`src/rtl/uart_rx_fifo_driver.sv`:
```
// uart_rx_fifo_driver
//   Single-clock UART receiver feeding a small FIFO, with a CPU-side
//   pop-on-read port that returns a 16-bit status+data word.
//
// Ports
//   iFpgaClock   in   1       sole clock, all logic on posedge
//   iCpuReset    in   1       synchronous active-high reset
//   iUartCtrl    in   1       address decode select
//   iIoRead      in   1       IO read strobe; pop when iUartCtrl && iIoRead
//   iUartFromPc  in   1       asynchronous RX line, idle high
//   oUartData    out  16      {valid, overrun, ferr, perr, 4'b0, data[7:0]}
//   oRxNotEmpty  out  1       FIFO holds at least one frame
//   oRxCount     out  CW      FIFO occupancy, CW = $clog2(FIFO_DEPTH)+1
module uart_rx_fifo_driver #(
  parameter int CLK_FREQ   = 100_000_000,
  parameter int UART_BPS   = 128000,
  parameter int DATA_BITS  = 8,
  parameter int PARITY     = 0,
  parameter int FIFO_DEPTH = 16
) (
  input  logic                          iFpgaClock,
  input  logic                          iCpuReset,
  input  logic                          iUartCtrl,
  input  logic                          iIoRead,
  input  logic                          iUartFromPc,
  output logic [15:0]                   oUartData,
  output logic                          oRxNotEmpty,
  output logic [$clog2(FIFO_DEPTH):0]   oRxCount
);

  localparam int CLKS_PER_BIT = CLK_FREQ / UART_BPS;
  localparam int CNT_W        = $clog2(CLKS_PER_BIT);
  localparam int PTR_W        = $clog2(FIFO_DEPTH);
  localparam int FCNT_W       = PTR_W + 1;

  localparam logic [CNT_W-1:0]  HALF_CNT  = CNT_W'(CLKS_PER_BIT / 2);
  localparam logic [CNT_W-1:0]  LAST_CNT  = CNT_W'(CLKS_PER_BIT - 1);
  localparam logic [2:0]        LAST_BIT  = 3'(DATA_BITS - 1);
  localparam logic [FCNT_W-1:0] FULL_CNT  = FCNT_W'(FIFO_DEPTH);

  typedef enum logic [2:0] {
    S_IDLE,
    S_START,
    S_DATA,
    S_PARITY,
    S_STOP
  } state_t;

  // ---------------------------------------------------------------
  // RX line synchroniser; rx_prev_reg gives the edge detector its
  // previous sample so a start needs an observed high->low transition.
  // ---------------------------------------------------------------
  logic rx_meta_reg, rx_sync_reg, rx_prev_reg;

  always_ff @(posedge iFpgaClock) begin
    if (iCpuReset) begin
      rx_meta_reg <= 1'b1;
      rx_sync_reg <= 1'b1;
      rx_prev_reg <= 1'b1;
    end else begin
      rx_meta_reg <= iUartFromPc;
      rx_sync_reg <= rx_meta_reg;
      rx_prev_reg <= rx_sync_reg;
    end
  end

  // ---------------------------------------------------------------
  // Receive FSM
  // ---------------------------------------------------------------
  state_t               state_reg, state_next;
  logic [CNT_W-1:0]     cnt_reg, cnt_next;
  logic [2:0]           bit_reg, bit_next;
  logic [DATA_BITS-1:0] shift_reg, shift_next;
  logic                 perr_reg, perr_next;
  logic                 push;
  logic                 push_ferr;

  always_ff @(posedge iFpgaClock) begin
    if (iCpuReset) begin
      state_reg <= S_IDLE;
      cnt_reg   <= '0;
      bit_reg   <= '0;
      shift_reg <= '0;
      perr_reg  <= 1'b0;
    end else begin
      state_reg <= state_next;
      cnt_reg   <= cnt_next;
      bit_reg   <= bit_next;
      shift_reg <= shift_next;
      perr_reg  <= perr_next;
    end
  end

  always_comb begin
    state_next = state_reg;
    cnt_next   = cnt_reg;
    bit_next   = bit_reg;
    shift_next = shift_reg;
    perr_next  = perr_reg;
    push       = 1'b0;
    push_ferr  = 1'b0;
    case (state_reg)
      S_IDLE: begin
        // Only a real falling edge starts a frame, so a line stuck low
        // after a bad stop bit cannot retrigger reception.
        if (rx_prev_reg && !rx_sync_reg) begin
          state_next = S_START;
          cnt_next   = '0;
        end
      end
      S_START: begin
        if (cnt_reg == HALF_CNT) begin
          cnt_next = '0;
          if (rx_sync_reg) begin
            state_next = S_IDLE;
          end else begin
            state_next = S_DATA;
            bit_next   = '0;
            perr_next  = 1'b0;
          end
        end else begin
          cnt_next = cnt_reg + 1'b1;
        end
      end
      S_DATA: begin
        if (cnt_reg == LAST_CNT) begin
          cnt_next   = '0;
          // LSB first: shift in from the top so the first bit ends at bit 0.
          shift_next = {rx_sync_reg, shift_reg[DATA_BITS-1:1]};
          if (bit_reg == LAST_BIT) begin
            state_next = (PARITY != 0) ? S_PARITY : S_STOP;
          end else begin
            bit_next = bit_reg + 1'b1;
          end
        end else begin
          cnt_next = cnt_reg + 1'b1;
        end
      end
      S_PARITY: begin
        if (cnt_reg == LAST_CNT) begin
          cnt_next   = '0;
          state_next = S_STOP;
          if (PARITY == 1) begin
            perr_next = ~(^{shift_reg, rx_sync_reg});
          end else begin
            perr_next = ^{shift_reg, rx_sync_reg};
          end
        end else begin
          cnt_next = cnt_reg + 1'b1;
        end
      end
      S_STOP: begin
        if (cnt_reg == LAST_CNT) begin
          cnt_next   = '0;
          state_next = S_IDLE;
          push       = 1'b1;
          push_ferr  = ~rx_sync_reg;
        end else begin
          cnt_next = cnt_reg + 1'b1;
        end
      end
      default: begin
        state_next = S_IDLE;
        cnt_next   = '0;
      end
    endcase
  end

  // Zero-extend the received data to a byte.
  logic [7:0] data8;
  always_comb begin
    data8                  = '0;
    data8[DATA_BITS-1:0]   = shift_reg;
  end

  // ---------------------------------------------------------------
  // FIFO: entry = {perr, ferr, data[7:0]}
  // ---------------------------------------------------------------
  logic [9:0]        mem [FIFO_DEPTH];
  logic [PTR_W-1:0]  wr_ptr_reg, rd_ptr_reg;
  logic [FCNT_W-1:0] count_reg, count_next;
  logic              overrun_reg, overrun_next;
  logic              not_empty_reg;
  logic [15:0]       data_out_reg;
  logic              rd, pop, full, do_push;

  assign rd      = iUartCtrl && iIoRead;
  assign pop     = rd && (count_reg != '0);
  assign full    = (count_reg == FULL_CNT);
  // When full, a pop in the same cycle frees the slot the push needs.
  assign do_push = push && (!full || pop);

  always_comb begin
    count_next   = count_reg + FCNT_W'(do_push) - FCNT_W'(pop);
    overrun_next = rd ? 1'b0 : overrun_reg;
    if (push && !do_push) begin
      overrun_next = 1'b1;
    end
  end

  always_ff @(posedge iFpgaClock) begin
    if (do_push && !iCpuReset) begin
      mem[wr_ptr_reg] <= {perr_reg, push_ferr, data8};
    end
  end

  always_ff @(posedge iFpgaClock) begin
    if (iCpuReset) begin
      wr_ptr_reg    <= '0;
      rd_ptr_reg    <= '0;
      count_reg     <= '0;
      overrun_reg   <= 1'b0;
      not_empty_reg <= 1'b0;
      data_out_reg  <= '0;
    end else begin
      if (do_push) begin
        wr_ptr_reg <= wr_ptr_reg + 1'b1;
      end
      if (rd) begin
        if (count_reg != '0) begin
          data_out_reg <= {1'b1, overrun_reg, mem[rd_ptr_reg][8],
                           mem[rd_ptr_reg][9], 4'b0000, mem[rd_ptr_reg][7:0]};
          rd_ptr_reg   <= rd_ptr_reg + 1'b1;
        end else begin
          data_out_reg <= {1'b0, overrun_reg, 14'b0};
        end
      end
      count_reg     <= count_next;
      overrun_reg   <= overrun_next;
      not_empty_reg <= (count_next != '0);
    end
  end

  assign oUartData   = data_out_reg;
  assign oRxCount    = count_reg;
  assign oRxNotEmpty = not_empty_reg;

endmodule

```
`config.mk`:
```
export PLATFORM = sky130hd
export DESIGN_NAME = uart_rx_fifo_driver
export DESIGN_NICKNAME = d
export VERILOG_FILES = /design/src/rtl/uart_rx_fifo_driver.sv
export SDC_FILE = /design/constraint.sdc
export NUM_CORES = 1
export LEC_CHECK = 0
export ABC_AREA = 1
export ABC_CLOCK_PERIOD_IN_PS = 2350
export CORE_MARGIN = 2
export CORE_UTILIZATION = 56
export DETAILED_ROUTE_END_ITERATION = 10
export PLACE_DENSITY = 0.76
export SYNTH_ARGS = -nofsm -noshare
export SYNTH_HDL_FRONTEND = slang
export SYNTH_SLANG_ARGS = --single-unit
```
`constraint.sdc`:
```
create_clock -name iFpgaClock -period 2.35 [get_ports iFpgaClock]
set_input_delay 0.47 -clock iFpgaClock [delete_from_list [all_inputs] [get_ports iFpgaClock]]
set_output_delay 0.47 -clock iFpgaClock [all_outputs]
set_load 0.01 [all_outputs]
```
Word level (Yosys, flattened, before mapping)
Memory sizes are Yosys's and may differ from the RTL's. A register that Yosys moved wholly into a read port is not among the register bits.
Cells that the tools add are included.
{ "totals": {"ff_bits": 59, "ram_bits": 160, "input_bits": 5, "out_inout_bits": 22, "elab_cells": 94, "memories": 1} }
{ "classes": {"addsub": 6, "eq_ne": 16, "n_mux": 32, "bitwise_logic": 1, "n_reduce_logical": 24} }
{ "mem_list": {"columns": ["name", "words", "word_bits", "rd", "rd_ports_with_merged_regs", "wr", "line", "source"], "rows": [
  ["mem", 16, 10, 1, 1, 1, "179", "logic [9:0] mem [FIFO_DEPTH];"]
]} }
{ "op_table": {"columns": ["op", "n"], "rows": [
  ["$mux W10", 3],
  ["$mux W3", 10],
  ["$pmux W10 S3", 1],
  ["$mux W16", 1],
  ["$ne A2 B2 Y1 const B", 8],
  ["$pmux W3 S5", 1],
  ["$mux W1", 11],
  ["$add A10 B1 Y10 const B", 1],
  ["$eq A10 B10 Y1 const B", 1],
  ["$eq A10 B9 Y1 const B", 1],
  ["$reduce_bool A5 Y1", 2],
  ["$reduce_xor A9 Y1", 1],
  ["$add A4 B1 Y4 const B", 2],
  ["$mux W4", 2],
  ["$eq A3 B2 Y1 const B", 2],
  ["$eq A3 B3 Y1 const B", 2],
  ["$logic_and A1 B1 Y1", 6],
  ["$pmux W3 S2", 1],
  ["$reduce_and A6 Y1", 1],
  ["$reduce_bool A2 Y1", 3],
  ["$add A5 B1 Y5", 1],
  ["$eq A5 B5 Y1 const B", 1],
  ["$reduce_and A5 Y1", 1],
  ["$sub A5 B1 Y5", 1],
  ["11 further kinds", 15]
]} }

Logic depth before layout (Yosys ltp)
Gate-level depths: netlist of the first run.
{ "logic_depth": {"depth_word": 7, "ltp_mapped": 18} }

Worst setup path before layout of the first run
Ideal clock, no wire load.
{ "synth_path": {"path_type": "register to register", "startpoint": "register count_reg[3] (netlist: oRxCount[3])", "endpoint": "register not_empty_reg (netlist: oRxNotEmpty)", "setup_ns": 0.062, "t_arrival_ns": 2.506, "path_slack_ns": -0.218, "path_stages_with_launch": 19, "path_buffers": 1, "path_cell_list": "dfxtp_1 > inv_1 > ha_1 > nand2_1 > nor2_1 > nand2_1 > nand2_1 > inv_1 > clkbuf_1 > nand2_1 > nand2_1 > ha_1 > fa_1 > nand2_1 > nand2_1 > a21oi_1 > xor2_1 > nand2_1 > nand3_1"} }
{ "synth_between": {"elab_chain_len": 7} }
{ "synth_rtl": {"columns": ["element", "line", "source"], "rows": [
  ["start, declared", "181", "logic [FCNT_W-1:0] count_reg, count_next;"],
  ["start signal, assigned", "228", "count_reg <= count_next;"],
  ["$eq A5 B5 Y1 or $reduce_bool A5 Y1 (tied branches)", "189, 188", null],
  ["$logic_not A1 Y1 or $logic_and A1 B1 Y1 (tied branches)", "191, 188", null],
  ["$logic_or A1 B1 Y1", "191", "assign do_push = push && (!full || pop);"],
  ["$logic_and A1 B1 Y1", "191", null],
  ["$add A5 B1 Y5", "194", "count_next = count_reg + FCNT_W'(do_push) - FCNT_W'(pop);"],
  ["$sub A5 B1 Y5 (*)", "194", null],
  ["$reduce_bool A5 Y1 (*)", "230", "not_empty_reg <= (count_next != '0);"],
  ["end signal, assigned", "230", null],
  ["end, declared", "183", "logic not_empty_reg;"]
]} }
Every way passes the cells marked *; elsewhere a longest branch is shown, timed or not.
A chain may end at the register's enable or synchronous reset.

Worst setup path in the final report of the first run
{ "layout_path": {"startpoint": "register cnt_reg[1]", "endpoint": "register not_empty_reg (netlist: oRxNotEmpty)"} }
{ "layout_between": {"elab_chain_len": 7} }
{ "layout_rtl": {"columns": ["element", "line", "source"], "rows": [
  ["start, declared", "71", "logic [CNT_W-1:0] cnt_reg, cnt_next;"],
  ["start signal, assigned", "87", "cnt_reg <= cnt_next;"],
  ["$eq A10 B10 Y1", "153", "if (cnt_reg == LAST_CNT) begin"],
  ["$mux W1", "153", null],
  ["$mux W1", "102", "case (state_reg)"],
  ["$logic_and A1 B1 Y1", "191", null],
  ["$add A5 B1 Y5", "194", null],
  ["$sub A5 B1 Y5", "194", null],
  ["via count_next[1]", "181", null],
  ["$reduce_bool A5 Y1", "230", null]
]} }
The timed path passes the listed nets, and every way through them passes these cells.

==> impl_metrics.json, run 1 <==
{
  "syn_area_per_cell_um2": 9.085,
  "cts.clk_slew.worst_paths_ps": 60,
  "p_per_area_nw_per_um2": 845.6,
  "largest_reg_flops": 160,
  "switching_share_pct": 27.31,
  "cp.arrival_ps": 2690,
  "numPortBuffers": 22,
  "drc_errors": 0,
  "finalSetupViolCount": 0,
  "combPwrFrac_pct": 18.9,
  "initial_core_util_pct": 56.98,
  "hold_end": "rx_sync_reg",
  "clk_latency_ps": 500,
  "wl_um": 22400,
  "synth_top_area_cell": "edfxtp_1",
  "grt_max_degree": 81,
  "leakagePower_uw": 0.004903,
  "max_slew_margin_pct": 64.51,
  "critical_path.max_stage_delay_ps": 440,
  "preCtsSetupSlack_ps": -276.4,
  "hold_path_class": "flop to flop",
  "rows": 48,
  "whs_path_depth": 1,
  "die_area_um2": 18610,
  "yosys_warnings": 0,
  "die_w_um": 136.4,
  "seq_area_frac_synth_pct": 60.95,
  "finalClockSkew_ps": 11.62,
  "cts_hold_buf": 0,
  "ios": 27,
  "crit_path_top_delay_cell": "fa_2",
  "ir_drop_mv": 0.7034,
  "drtIter0Drc": 802,
  "r2r_end": "oRxNotEmpty",
  "nNetsFinal": 1167,
  "drive_above_1_share_pct": 11.19,
  "synth-seq-cells": 219,
  "cts.sinks": 219,
  "synth_flop_cell": "edfxtp_1",
  "ys_async_sr_fraction_pct": 0,
  "switching_power_uw": 2639,
  "postSynthCellCount": 1081,
  "p_clk_share_pct": 36.7,
  "cts_root_buf": "clkbuf_16",
  "synth_edf_count": 160,
  "reg2reg_setup_slack_ps": 50,
  "clockBufferDepth": 3,
  "setup_slack_ps": 50.18,
  "grt_pass1_wl_um": 35270,
  "p_int_uw": 7024,
  "dr.pass1.iters": 5,
  "endpoint_kind": "flop",
  "max_freq_mhz": 434.8,
  "synthesis.area_um2": 9821,
  "overflow": 0,
  "crit_buf_inv": 3,
  "rsz0062_at_grt": "yes",
  "die_h_um": 136.4,
  "synth_commonest_cells": "nand2_1, inv_1, edfxtp_1",
  "finalHoldViolCount": 0,
  "cp_top_family": "simple AND/OR/NAND/NOR gates",
  "avgViaCountPerCell": 5.267,
  "synth.most_common_cell": "nand2_1",
  "critPathRequiredTime_ps": 2740,
  "first_global_vias": 6890,
  "cp_max_fo": 3,
  "via_count": 7306,
  "cp_cell_sequence": "inv_2 -> ha_4 -> nand3_4 -> nor3_4 -> nand2_4 -> buf_12 -> nor2_8 -> nand2_2 -> nand2_1 -> ha_2 -> fa_2 -> inv_2 -> nand3_1 -> nand2_1 -> nand3_1",
  "synth_cell_type_count": 30,
  "numCtsBuffers": 23,
  "cp-start-kind": "flop",
  "final_core_util_pct": 66.30,
  "max_cap_viol_count": 0,
  "period_share_pct": 97.86,
  "status": "completed",
  "hp-start": "rx_meta_reg",
  "whs_ps": 411.6,
  "antenna_left": 0,
  "grt_usage_pct": 24.65,
  "gp_congestion": 0.8411,
  "maxSlewViolCount": 0,
  "synth.area.top_cells": "edfxtp_1, nand2_1, dfxtp_1",
  "core-area_um2": 17240,
  "tightest_slew_ps": 531.6,
  "avgRoutedWirePerCell_um": 16.15,
  "hpwl_um": 14550,
  "rr_startpoint": "cnt_reg[1]",
  "period_needed_ps": 2300,
  "synth.top_cell.area_share_pct": 48.92,
  "area_growth_pct": 16.37,
  "cts_tree": "done",
  "seq_power_share_pct": 44.4,
  "ctsHtreeMaxLevel": 1,
  "path_class": "flop to flop",
  "diodes": 0,
  "reg2reg_depth": 15,
  "antenna_found_initial": 0
}
-- timing repair --
action | 4_1_cts | 5_1_grt
cloned | 0 | 0
buffers inserted | 0 | 5
pin swaps | 1 | 6
resized for setup | 3 | 16
setup endpoints to repair | 2 | 2
-- worst max-delay path by stage --
stage                      from           to  depth (start not counted)
floorplan            cnt_reg[0]    mem[0][0]                          8
global placement      iUartCtrl  oRxNotEmpty                         15
detailed placement    iUartCtrl  oRxNotEmpty                         15
CTS                 oRxCount[2]  oRxNotEmpty                         17
global route         cnt_reg[1]  oRxNotEmpty                         15
finish               cnt_reg[1]  oRxNotEmpty                         15
-- logic make-up (layout without fill, tap and decap cells) --
logic type | count (synthesis) | after routing | share of synthesized area (%)
compound gates | 55 | 55 | 2.930
xor+xnor | 10 | 10 | 0.8919
flops | 219 | 219 | 60.95
other cells | 1 | 4 | 0.03818
buf+inv | 229 | 307 | 9.033
fa+ha+maj | 16 | 16 | 2.115
simple gates | 551 | 551 | 24.04
-- worst register-to-register path, delay by kind of cell (launching register included) --
family	cells	cell delay, ps
buffers and inverters	3	270
adder cells (fa/ha/maj)	3	770
flip-flops	1	330
AND/OR/NAND/NOR	9	830
-- per-stage QoR --
step	instances	cell area (um2)	power (uW)	setup TNS [ps]
finish	1387	11430	9664	0
CTS	1382	11340	9607	0
detailed placement	1341	10600	6095	-912.7
global route	1387	11430	10080	-72.09
global placement	1341	10600	6053	-470.9
floorplan	1084	9853	5490	-9590
-- power by group through the flow --
stage | combinational (uW) | sequential [uW] | clock (uW)
floorplan | 1110 | 4380 | 0
global placement | 1690 | 4360 | 0
detailed placement | 1730 | 4360 | 0
CTS | 1750 | 4280 | 3570
global route | 2040 | 4300 | 3740
finish | 1820 | 4290 | 3550
-- layer usage --
| layer | routed length, um | track usage [%] | vias to the layer above |
|---|---|---|---|
| met3 | 1649 | 4.735 | 43 |
| met2 | 10870 | 42.10 | 257 |
| met1 | 9314 | 32.09 | 3426 |
| met5 | 0 | 0 | - |
| li1 | - | - | 3580 |
| met4 | 561 | 7.176 | 0 |
-- final cells by class --
class,instances,area [um2]
repair buffers,83,728.2
clock inverters,16,152.6
fillers,1321,5808
inverters,183,686.9
multi-input cells,636,3005
clock buffers,25,583.1
well taps,225,281.5
flip-flops and latches,219,5991
-- layout by cell type (no fill, tap or decap), drive strengths merged --
cell           netlist  final
a21oi               32     32
buf                 13     61
bufinv               0      3
clkbuf              33     25
clkdlybuf4s50        0     22
clkinv               2     15
conb                 1      4
dfxtp               59     59
edfxtp             160    160
fa                   1      1
ha                  15     15
inv                181    181
nand2              321    321
nand3              157    157
nand4                5      5
nor2                55     55
nor3                11     11
o21ai               22     22
o22ai                1      1
or2                  2      2
xnor2                3      3
xor2                 7      7
(Power assumes the default switching activity.)
==> run 2: changes to the inputs <==
--- a/config.mk
+++ b/config.mk
@@ -8,9 +8,9 @@
 export ABC_AREA = 1
 export ABC_CLOCK_PERIOD_IN_PS = 2350
 export CORE_MARGIN = 2
-export CORE_UTILIZATION = 56
+export CORE_UTILIZATION = 50
 export DETAILED_ROUTE_END_ITERATION = 10
-export PLACE_DENSITY = 0.76
+export PLACE_DENSITY = 0.69
 export SYNTH_ARGS = -nofsm -noshare
 export SYNTH_HDL_FRONTEND = slang
 export SYNTH_SLANG_ARGS = --single-unit
==> impl_metrics.json, run 2 (synthesis gave the netlist of run 1 again) <==
{
  "clk_latency_ps": 510,
  "stdcell_area_um2": 11450,
  "place_area_um2": 10610,
  "ctsHtreeMaxLevel": 1,
  "cts_tree": "done",
  "maxSlewViolCount": 0,
  "max_cap_viol_count": 0,
  "via_count": 7235,
  "layout_common_cells": "nand2_1, inv_1, edfxtp_1",
  "hold_path_class": "flop to flop",
  "max_freq_mhz": 443.2,
  "cts_hold_buf": 0,
  "gp_congestion": 0.8858,
  "nNetsFinal": 1166,
  "finalClockSkew_ps": 12.31,
  "critPathRequiredTime_ps": 2800,
  "die_h_um": 144.1,
  "die_area_um2": 20780,
  "drtIter0Drc": 568,
  "avgViaCountPerCell": 5.070,
  "period_needed_ps": 2256,
  "wl_um": 22390,
  "core-area_um2": 19400,
  "ios": 27,
  "fin_cells": 1427,
  "cp-start-kind": "flop",
  "antenna_found_initial": 0,
  "layout_commonest_cell": "nand2_1",
  "initial_core_util_pct": 50.63,
  "ir_drop_mv": 0.4394,
  "clockBufferDepth": 3,
  "leakagePower_uw": 0.004877,
  "drive_above_1_share_pct": 11.45,
  "seq_area_um2": 5996,
  "setup_tns_ps": 0,
  "numPortBuffers": 22,
  "first_global_vias": 6523,
  "area_growth_pct": 16.55,
  "cts_root_buf": "clkbuf_16",
  "largest_reg_flops": 160,
  "die_w_um": 144.1,
  "grt_max_degree": 53,
  "rsz0062_at_grt": "yes",
  "rows": 51,
  "dr.pass1.iters": 5,
  "finalHoldViolCount": 0,
  "overflow": 0,
  "cp.arrival_ps": 2710,
  "cp_max_fo": 3,
  "endpoint_kind": "flop",
  "tightest_slew_ps": 802.8,
  "diodes": 0,
  "p_per_area_nw_per_um2": 834.1,
  "dp_cells": 1380,
  "fin_total_pwr_uw": 9547,
  "numCtsBuffers": 23,
  "fillers": 1669,
  "multi_input_comb_area_um2": 3033,
  "path_class": "flop to flop",
  "cts.clk_slew.worst_paths_ps": 60,
  "avgRoutedWirePerCell_um": 15.69,
  "period_share_pct": 96.01,
  "final_core_util_pct": 59.00,
  "grt_pass1_wl_um": 34860,
  "antenna_left": 0,
  "max_slew_margin_pct": 46.41,
  "drc_errors": 0,
  "cts.sinks": 219,
  "finalSetupViolCount": 0,
  "hpwl_um": 14660,
  "status": "completed",
  "grt_usage_pct": 21.83
}
[run 2: cell count changes in the layout (fill, tap and decap cells not counted), sizes merged]
cell and delta:
clkinv -4, clkinvlp +1, bufinv -2, inv +1, clkbuf +5, buf -1
[run 2: final cells by class]
type | count | area share (%)
sequential | 219 | 52.38
multi-input combinational | 636 | 26.50
inverter | 183 | 6.023
timing repair buffer | 82 | 5.859
clock buffer | 30 | 5.619
tap | 265 | 2.897
clock inverter | 12 | 0.7215
[run 2: worst paths after layout]
check                                 start  slack [ps]  depth (start not counted)          end
worst min-delay path            rx_meta_reg         430                          1  rx_sync_reg
worst max-delay path             cnt_reg[1]          90                         15  oRxNotEmpty
worst max register to register   cnt_reg[1]          90                         15  oRxNotEmpty
worst min register to register  rx_meta_reg         430                          1  rx_sync_reg
[run 2: where the power goes]
part / internal [uW] / total [uW] / switching (uW)
logic: 669 / 1780 / 1110
clock network: 2030 / 3470 / 1440
registers: 4210 / 4290 / 79.5
[run 2: repair_timing]
item	4_1_cts	5_1_grt
buffers inserted	0	5
pin swaps	0	9
endpoints found under the setup margin	2	3
resized for setup	1	27
[run 2: through the flow]
step / setup slack (ps) / hold slack [ps]
finish: 93.69 / 425.2
global placement: -192.9 / 399.7
CTS: 2.564 / 431.4
floorplan: -119.9 / 389.5
detailed placement: -217.0 / 423.1
global route: -77.66 / 451.0
[run 2: critical path: stages, from the launching register on]
cell     delay, ps
dfxtp_2        320
inv_2           70
ha_4           140
nand3_4         70
nor3_4         200
nand2_4        120
nand2_2         90
nand2_1         60
ha_2           180
fa_2           370
nand2_1         70
nand2_1         60
a21oi_2        140
xor2_1         150
nand2_1         80
nand3_1         90
[run 2: metal layers]
metal | GRT usage (%) | part of all wire (%)
met5 | 0 | 0
met1 | 30.12 | 43
met3 | 3.245 | 6.2
met4 | 6.592 | 2.7
met2 | 36.07 | 48
